### config.mk
export PLATFORM = sky130hd
export DESIGN_NAME = bank_read_collector
export DESIGN_NICKNAME = d
export VERILOG_FILES = /design/src/rtl/bank_read_collector_pkg.sv /design/src/rtl/bank_rd_fifo.sv /design/src/rtl/bank_read_collector.sv
export SDC_FILE = /design/constraint.sdc
export NUM_CORES = 1
export LEC_CHECK = 0
export BUFFER_PORTS_ARGS = -buffer_cell sky130_fd_sc_hd__buf_2
export CORE_MARGIN = 8
export CORE_UTILIZATION = 47
export DETAILED_ROUTE_END_ITERATION = 6
export GPL_ROUTABILITY_DRIVEN = 0
export HOLD_SLACK_MARGIN = 0.08
export PLACE_DENSITY = 0.8
export SETUP_SLACK_MARGIN = 0.5
export SLEW_MARGIN = 0
export SYNTH_ARGS = -nofsm -noshare
export SYNTH_HDL_FRONTEND = slang
export SYNTH_SLANG_ARGS = --single-unit
### constraint.sdc
create_clock -name i_clk -period 2.4 [get_ports i_clk]
set_input_delay 0.24 -clock i_clk [delete_from_list [all_inputs] [get_ports i_clk]]
set_output_delay 0.24 -clock i_clk [all_outputs]
set_load 0.02 [all_outputs]
### src/rtl/bank_read_collector_pkg.sv
// rtl/bank_read_collector_pkg.sv - shared constants and types for the banked read-return path
package bank_read_collector_pkg;

    localparam int NUM_BANKS  = 4;
    localparam int BANK_SEL_W = 2;

    // Hamming parity count, shared with the encoder and the write demultiplexer
    function automatic int parity_bits(input int data_width);
        return $clog2(data_width) + 1;
    endfunction

    function automatic int encoded_word(input int data_width);
        return data_width + parity_bits(data_width);
    endfunction

    // Bank select occupies the two MSBs of the read address
    function automatic int bank_sel_lsb(input int addr_width);
        return addr_width - BANK_SEL_W;
    endfunction

    typedef struct packed {
        logic                  valid;
        logic [BANK_SEL_W-1:0] sel;
    } rd_tag_t;

endpackage

### src/rtl/bank_rd_fifo.sv
// rtl/bank_rd_fifo.sv - small synchronous FIFO with registered head and occupancy count
module bank_rd_fifo #(
    parameter int WIDTH = 13,
    parameter int DEPTH = 2,
    parameter int CNT_W = $clog2(DEPTH + 1)
) (
    input  logic             i_clk,
    input  logic             i_rst,
    input  logic             i_push,
    input  logic [WIDTH-1:0] i_push_data,
    input  logic             i_pop,
    output logic [WIDTH-1:0] o_head,
    output logic [CNT_W-1:0] o_count
);

    localparam int PTR_W = (DEPTH > 1) ? $clog2(DEPTH) : 1;

    logic [WIDTH-1:0] mem_q [DEPTH];
    logic [WIDTH-1:0] mem_d [DEPTH];
    logic [PTR_W-1:0] wr_ptr_q, wr_ptr_d;
    logic [PTR_W-1:0] rd_ptr_q, rd_ptr_d;
    logic [CNT_W-1:0] count_q, count_d;

    // Pointers wrap modulo DEPTH, which need not be a power of two
    function automatic logic [PTR_W-1:0] ptr_inc(input logic [PTR_W-1:0] p);
        return (p == PTR_W'(DEPTH - 1)) ? '0 : p + PTR_W'(1);
    endfunction

    always_comb begin
        mem_d    = mem_q;
        wr_ptr_d = wr_ptr_q;
        rd_ptr_d = rd_ptr_q;
        if (i_push) begin
            mem_d[wr_ptr_q] = i_push_data;
            wr_ptr_d        = ptr_inc(wr_ptr_q);
        end
        if (i_pop) begin
            rd_ptr_d = ptr_inc(rd_ptr_q);
        end
        count_d = count_q + CNT_W'(i_push) - CNT_W'(i_pop);
    end

    always_ff @(posedge i_clk or posedge i_rst) begin
        if (i_rst) begin
            for (int i = 0; i < DEPTH; i++) begin
                mem_q[i] <= '0;
            end
            wr_ptr_q <= '0;
            rd_ptr_q <= '0;
            count_q  <= '0;
        end else begin
            mem_q    <= mem_d;
            wr_ptr_q <= wr_ptr_d;
            rd_ptr_q <= rd_ptr_d;
            count_q  <= count_d;
        end
    end

    assign o_head  = mem_q[rd_ptr_q];
    assign o_count = count_q;

endmodule

### src/rtl/bank_read_collector.sv
// rtl/bank_read_collector.sv - issues banked reads and returns encoded words in request order
module bank_read_collector
    import bank_read_collector_pkg::*;
#(
    parameter int DATA_WIDTH   = 8,
    parameter int PARITY_BITS  = parity_bits(DATA_WIDTH),
    parameter int ENCODED_WORD = DATA_WIDTH + PARITY_BITS,
    parameter int ADDR_WIDTH   = 4,
    parameter int BANK_LATENCY = 1,
    parameter int FIFO_DEPTH   = BANK_LATENCY + 1
) (
    input  logic                    i_clk,
    input  logic                    i_rst,
    input  logic                    i_rd_en,
    input  logic [ADDR_WIDTH-1:0]   i_addr,
    output logic                    o_busy,
    output logic [NUM_BANKS-1:0]    o_bank_rd_en,
    output logic [ADDR_WIDTH-3:0]   o_bank_addr,
    input  logic [ENCODED_WORD+1:1] i_bank0_data,
    input  logic [ENCODED_WORD+1:1] i_bank1_data,
    input  logic [ENCODED_WORD+1:1] i_bank2_data,
    input  logic [ENCODED_WORD+1:1] i_bank3_data,
    output logic [ENCODED_WORD+1:1] o_data,
    output logic                    o_valid,
    input  logic                    i_ready
);

    localparam int SEL_LSB = bank_sel_lsb(ADDR_WIDTH);
    localparam int CNT_W   = $clog2(FIFO_DEPTH + 1);
    localparam int WORD_W  = ENCODED_WORD + 1;

    rd_tag_t tag_q [BANK_LATENCY];
    rd_tag_t tag_d [BANK_LATENCY];

    logic [BANK_SEL_W-1:0] req_sel;
    logic [WORD_W-1:0]     bank_data [NUM_BANKS];
    logic [WORD_W-1:0]     push_data;
    logic [WORD_W-1:0]     fifo_head;
    logic [CNT_W-1:0]      fifo_count;
    logic [CNT_W-1:0]      inflight;
    logic                  accept;
    logic                  push;
    logic                  pop;

    assign bank_data[0] = i_bank0_data;
    assign bank_data[1] = i_bank1_data;
    assign bank_data[2] = i_bank2_data;
    assign bank_data[3] = i_bank3_data;
    assign req_sel      = i_addr[SEL_LSB +: BANK_SEL_W];

    // A pop this cycle frees a slot in time for a new accept, which is what
    // sustains one read per cycle at the minimum FIFO depth.
    always_comb begin
        inflight = '0;
        for (int i = 0; i < BANK_LATENCY; i++) begin
            inflight = inflight + CNT_W'(tag_q[i].valid);
        end
        pop    = o_valid && i_ready;
        o_busy = (int'(inflight) + int'(fifo_count) - int'(pop)) >= FIFO_DEPTH;
        accept = i_rd_en && !o_busy;

        o_bank_rd_en = '0;
        o_bank_addr  = '0;
        if (accept) begin
            o_bank_rd_en = NUM_BANKS'(1) << req_sel;
            o_bank_addr  = i_addr[SEL_LSB-1:0];
        end
    end

    always_comb begin
        tag_d[0].valid = accept;
        tag_d[0].sel   = req_sel;
        for (int i = 1; i < BANK_LATENCY; i++) begin
            tag_d[i] = tag_q[i-1];
        end
    end

    always_ff @(posedge i_clk or posedge i_rst) begin
        if (i_rst) begin
            for (int i = 0; i < BANK_LATENCY; i++) begin
                tag_q[i] <= '0;
            end
        end else begin
            tag_q <= tag_d;
        end
    end

    // The final tag stage lines up with the bank's data-valid cycle
    assign push      = tag_q[BANK_LATENCY-1].valid;
    assign push_data = bank_data[tag_q[BANK_LATENCY-1].sel];

    bank_rd_fifo #(
        .WIDTH (WORD_W),
        .DEPTH (FIFO_DEPTH),
        .CNT_W (CNT_W)
    ) u_fifo (
        .i_clk       (i_clk),
        .i_rst       (i_rst),
        .i_push      (push),
        .i_push_data (push_data),
        .i_pop       (pop),
        .o_head      (fifo_head),
        .o_count     (fifo_count)
    );

    assign o_data  = fifo_head;
    assign o_valid = (fifo_count != '0);

endmodule

# Word-level counts from Yosys, hierarchy flattened
# Cells that the tools add are included.
[word_totals] register_bits=33 inputBits=60 output_inout_bits=21 word_cells=40
[op_classes] add_sub_neg=6 n_lt_le_gt_ge=5 shift=1 n_mux=13 bitwise=3 n_reduce_logical=5
[op_table] operator="2-to-1 mux 13 bit" count=6
[op_table] operator="binary-select mux 13 bit (select 2 bit)" count=1
[op_table] operator="bitwise mux 26 bit" count=1
[op_table] operator="demux 13 bit (select 1 bit)" count=1
[op_table] operator=">= comparator 2 bit (second input constant)" count=2
[op_table] operator=">= comparator 4 x 3 -> 1 bit (second input constant)" count=1
[op_table] operator="2-to-1 mux 4 bit" count=1
[op_table] operator="NOT 1 -> 2 bit" count=2
[op_table] operator="left shift 1 x 2 -> 4 bit (first input constant)" count=1
[op_table] operator="subtractor 3 x 1 -> 4 bit" count=1
[op_table] operator="adder 1 x 2 -> 3 bit" count=1
[op_table] operator=">= comparator 3 bit (second input constant)" count=1
[op_table] operator="logical AND 1 bit" count=3
[op_table] operator="NOT 2 -> 3 bit" count=1
[op_table] operator="adder 1 bit (second input constant)" count=2
[op_table] operator="adder 2 x 1 -> 2 bit" count=1
[op_table] operator="less-than comparator 2 x 1 -> 1 bit (second input constant)" count=1
[op_table] operator="2-to-1 mux 1 bit" count=2
[op_table] operator="2-to-1 mux 2 bit" count=1
[op_table] operator="nonzero test 2 bit" count=1
[op_table] operator="subtractor 2 x 1 -> 2 bit" count=1
[op_table] operator="zero test 1 bit" count=1

# Depth between registers and ports, before layout
[logic_depth] word_depth=7 depth_mapped=7 depth_no_buf=7

# Hierarchy
# From an unflattened synthesis, not the netlist that was laid out.
[hier_totals] hier_cells=128 hier_area_um2=1931.9
[by_module_without_submodules] mod="bank_rd_fifo" instances=1 cells_each=83 area_each_um2=1346.3 seq_area_each_um2=750.7
[by_module_without_submodules] mod="bank_read_collector" instances=1 cells_each=45 area_each_um2=585.6 seq_area_each_um2=75.1

# Least setup slack after synthesis
# No wires, ideal clock.
[synth_timing] path_kind="reg-to-output" from="register u_fifo.count_q[0], in the netlist u_fifo.o_count[0]" to="output o_bank_rd_en[1]" arrival_ns=2.278 required_ns=2.160 slack_ns=-0.118 path_stages_with_launch=8 n_path_buf=0 path_cell_list="dfrtp_1 > and3b_1 > a21o_1 > ha_1 > inv_1 > fa_1 > inv_1 > nor4b_1"
[synth_between] elab_chain_len=7 word_cells_on_any_way=8 classes_between="add/sub (2); order compare (1); mux (1); reduce/logical (4)"
[synth_rtl] element="from (decl)" line="bank_rd_fifo.sv:22" text="logic [CNT_W-1:0] count_q, count_d;"
[synth_rtl] element="from (signal assigned)" line="bank_rd_fifo.sv:55" text="count_q <= count_d;"
[synth_rtl] element="parallel branches: the longest is 2 deep, another holds adder 1 x 2 -> 3 bit"
[synth_rtl] element="subtractor 3 x 1 -> 4 bit (*)" line="bank_read_collector.sv:59" text="o_busy = (int'(inflight) + int'(fifo_count) - int'(pop)) >= FIFO_DEPTH;"
[synth_rtl] element=">= comparator 4 x 3 -> 1 bit (*)" line="bank_read_collector.sv:59"
[synth_rtl] element="zero test 1 bit (*)" line="bank_read_collector.sv:60" text="accept = i_rd_en && !o_busy;"
[synth_rtl] element="logical AND 1 bit (*)" line="bank_read_collector.sv:60"
[synth_rtl] element="2-to-1 mux 4 bit (*)" line="bank_read_collector.sv:64" text="if (accept) begin"
[synth_rtl] element="to (decl)" line="bank_read_collector.sv:17" text="output logic [NUM_BANKS-1:0] o_bank_rd_en,"
# Every way passes the cells marked *.

# Worst setup path in the final report
[layout_timing] from="register u_fifo.count_q[0], in the netlist u_fifo.o_count[0]" to="output o_bank_addr[1]"
[layout_between] elab_chain_len=7 word_cells_on_any_way=8 classes_between="add/sub (2); order compare (1); mux (1); reduce/logical (4)"
[layout_rtl] element="parallel branches: the longest is 2 deep, another holds adder 1 x 2 -> 3 bit"
[layout_rtl] element="subtractor 3 x 1 -> 4 bit (*)" line="bank_read_collector.sv:59"
[layout_rtl] element=">= comparator 4 x 3 -> 1 bit (*)" line="bank_read_collector.sv:59"
[layout_rtl] element="zero test 1 bit (*)" line="bank_read_collector.sv:60"
[layout_rtl] element="logical AND 1 bit (*)" line="bank_read_collector.sv:60"
[layout_rtl] element="2-to-1 mux 2 bit (*)" line="bank_read_collector.sv:64"
[layout_rtl] element="to (decl)" line="bank_read_collector.sv:18" text="output logic [ADDR_WIDTH-3:0] o_bank_addr,"
# Marked as above.

==> impl_metrics.ini <==
[run_status]
status = complete, but fails checks
violations = setup timing

[global_routing]
antenna_found_initial = 0
grt_pass1_wl_mm = 7.83
grt_pass1_vias = 1658
grt_usage_pct = 15.9
grt_max_degree = 23
grt_overflow = 0

[synth]
yosysTopAreaCell = dfrtp_1
yosysTopAreaCellShare_pct = 45.8
synth-seq-cells = 33
ys_types = 24
yosysWarnings = 0
netlist_area_mm2 = 0.00180
synth_area_leaders = dfrtp_1 46%, mux2_2 24%, mux4_2 12%
syn_avg_cell_area_um2 = 15.4
synth_fp_nets = 179
syn_inst = 117
synth-seq-area-share_pct = 45.8

[worst_setup_path]
ff2ff_setup_slack_ps = 450
end_kind = output pin
cp-endpoint = o_bank_addr[1]
max_stage_delay_ps = 380
cp-startpoint = u_fifo.o_count[0]
cp-start-kind = flop
path_buf_inv = 2
rr_endpoint = push
critPathRequiredTime_ps = 2160
arrival_ps = 2280
regToRegStartpoint = u_fifo.o_count[0]
path_depth = 8
crit_slowest_cell = dfrtp_1
criticalPathCategory = reg2out
rr_worst_depth = 8
cp_max_fo = 8
worstPathCellList = and3b_2 -> a21o_1 -> ha_2 -> inv_2 -> fa_2 -> xor2_4 -> and4b_2 -> buf_6
crit_family = adder cells

[sta]
fin_hold_ws_ps = 111
grt_setup_unrepaired = yes
period_minus_slack_ps = 2520
hold_viol = 0
setup_violations = 7
slew_viol_final = 0
tightestPinTransition_ps = 806
skew_ps = 4.69
fin_crit_sh_pct = 105
finalSetupTns_ps = -574
max_freq_mhz = 397
worst_slack_ps = -121
maxSlewHeadroom_pct = 46.2

[clock_tree]
tritoncts = yes
cts_sinks = 33
h-tree-depth = 2
clk_latency_ps = 270
cts_hold_buf = 0
cts_made_buffers = 5
clk_pin_slew_ps = 70
cts_root_buffer = clkbuf_8
cts_buffer_depth = 2

[route]
drt_iter0_drc = 62
num_vias = 1358
dr.pass1.iters = 5
ant_nets = 0
wl_per_cell_um = 17.8
drcViolationCount = 0
wirelength_mm = 4.59
viasPerCell = 5.26

[floorplanning]
ios = 81
dieArea_mm2 = 0.00607
num_rows = 22
fp.dieW_um = 77.9
die_height_um = 77.9
start_util_pct = 48.9
fp.coreArea_mm2 = 0.00369

[power_and_ir_drop]
ir_worst_vdd_uv = 858
leakagePower_nw = 1.20
cellPowerDensity_mw_per_mm2 = 1240

[final_layout]
area_growth_pct = 40.6
n_antenna_cell = 0
finalNetCount = 271
fillers = 277
drive_above_1_share_pct = 76.7

[placed_design]
portBuffers = 80
hpwl_mm = 3.70

[job]
maxCapViolCount = 0

[worst_hold_path]
hold_class = in2async
-- cell usage in the layout, fill, tap and decap left out, types with 2 or more instances in the layout --
cell      instances
nor4b_4           3
mux2_2           39
dfrtp_1          31
mux4_1            3
mux4_2           10
clkbuf_8          6
and4b_2           2
nand2b_1          3
dfrtp_2           2
buf_4            14
buf_6             3
inv_1             2
buf_2            73
-- worst min path at each step --
stage,endpoint,start,cells after the start
3_5_place_dp,tag_q[0],i_addr[2],1
6_report,u_fifo.mem_q[6],i_rst,2
3_3_place_gp,tag_q[0],i_addr[2],1
5_1_grt,tag_q[1],i_addr[3],1
2_1_floorplan,tag_q[0],i_addr[2],0
4_1_cts,tag_q[1],i_addr[3],1
-- synthesized netlist by cell type --
master    instances
a21o_1            1
and2_0            1
and3b_1           1
and4b_1           3
buf_1             1
buf_2             3
buf_6             1
dfrtp_1          33
fa_1              1
ha_1              1
inv_1             4
mux2_2           39
mux4_1            3
mux4_2           10
nand2_1           1
nand2b_1          3
nor2_1            1
nor2b_1           1
nor3b_1           1
nor4b_1           3
o21ai_0           1
or2_2             1
xnor2_1           1
xor2_1            2
-- timing repair --
action	CTS	global route
setup endpoints to repair	8	21
pin swaps	4	2
hold endpoints to repair	0	0
gates resized for setup	11	3
setup buffers	3	2
-- through the flow --
step | instances | utilization, % | instance area (µm²) | worst slack [ps] | power [mW]
after floorplan | 117 | - | 1880 | 265 | 2.08
after global placement | 245 | 63.5 | 2340 | 167 | 2.44
after detailed placement | 245 | 63.5 | 2340 | 98.6 | 2.52
after CTS | 256 | 68.1 | 2510 | -169 | 3.12
after global routing | 258 | 68.7 | 2530 | -202 | 3.33
final | 258 | 68.7 | 2530 | -121 | 3.13
-- cell families (layout without fill, tap and decap cells) --
group	count (synthesis)	in the layout	share of synthesized area (%)
flip-flops	33	33	45.8
AND/OR/NAND/NOR	16	16	6.52
AO/OA/AOI/OAI	2	2	0.694
multiplexers	52	52	41.2
buffers and inverters	9	102	2.50
XOR/XNOR	3	3	1.46
adder cells (fa/ha/maj)	2	2	1.80
-- area by class of cell --
type	instances	area [µm²]	area share (%)
inverters	4	17.5	0.691
clock buffers	6	82.6	3.26
repair buffers	90	504	19.9
clock inverters	2	37.5	1.48
multi-input cells	75	1000	39.6
flip-flops and latches	33	828	32.7
well taps	48	60.1	2.37
-- per-layer routing --
metal / routed length [µm] / global-route usage, %
met5: 0 / 0
met4: 25 / 2.96
met3: 363 / 6.57
met2: 2510 / 30.2
met1: 1700 / 15.7
-- registers in the layout, summed over array words and instances (netlist names) --
register         count
u_fifo.mem_q        26
tag_q                2
u_fifo.o_count       2
push                 1
u_fifo.rd_ptr_q      1
u_fifo.wr_ptr_q      1
-- report_power, final --
| group | total, mW | switching (mW) | leakage (nW) | internal [mW] |
|---|---|---|---|---|
| registers | 1.00 | 0.181 | 0.394 | 0.824 |
| logic | 1.60 | 0.778 | 0.748 | 0.819 |
| clock network | 0.531 | 0.194 | 0.0574 | 0.337 |
| total | 3.13 | 1.15 | 1.20 | 1.98 |
Power figures use the tool's default switching activity.
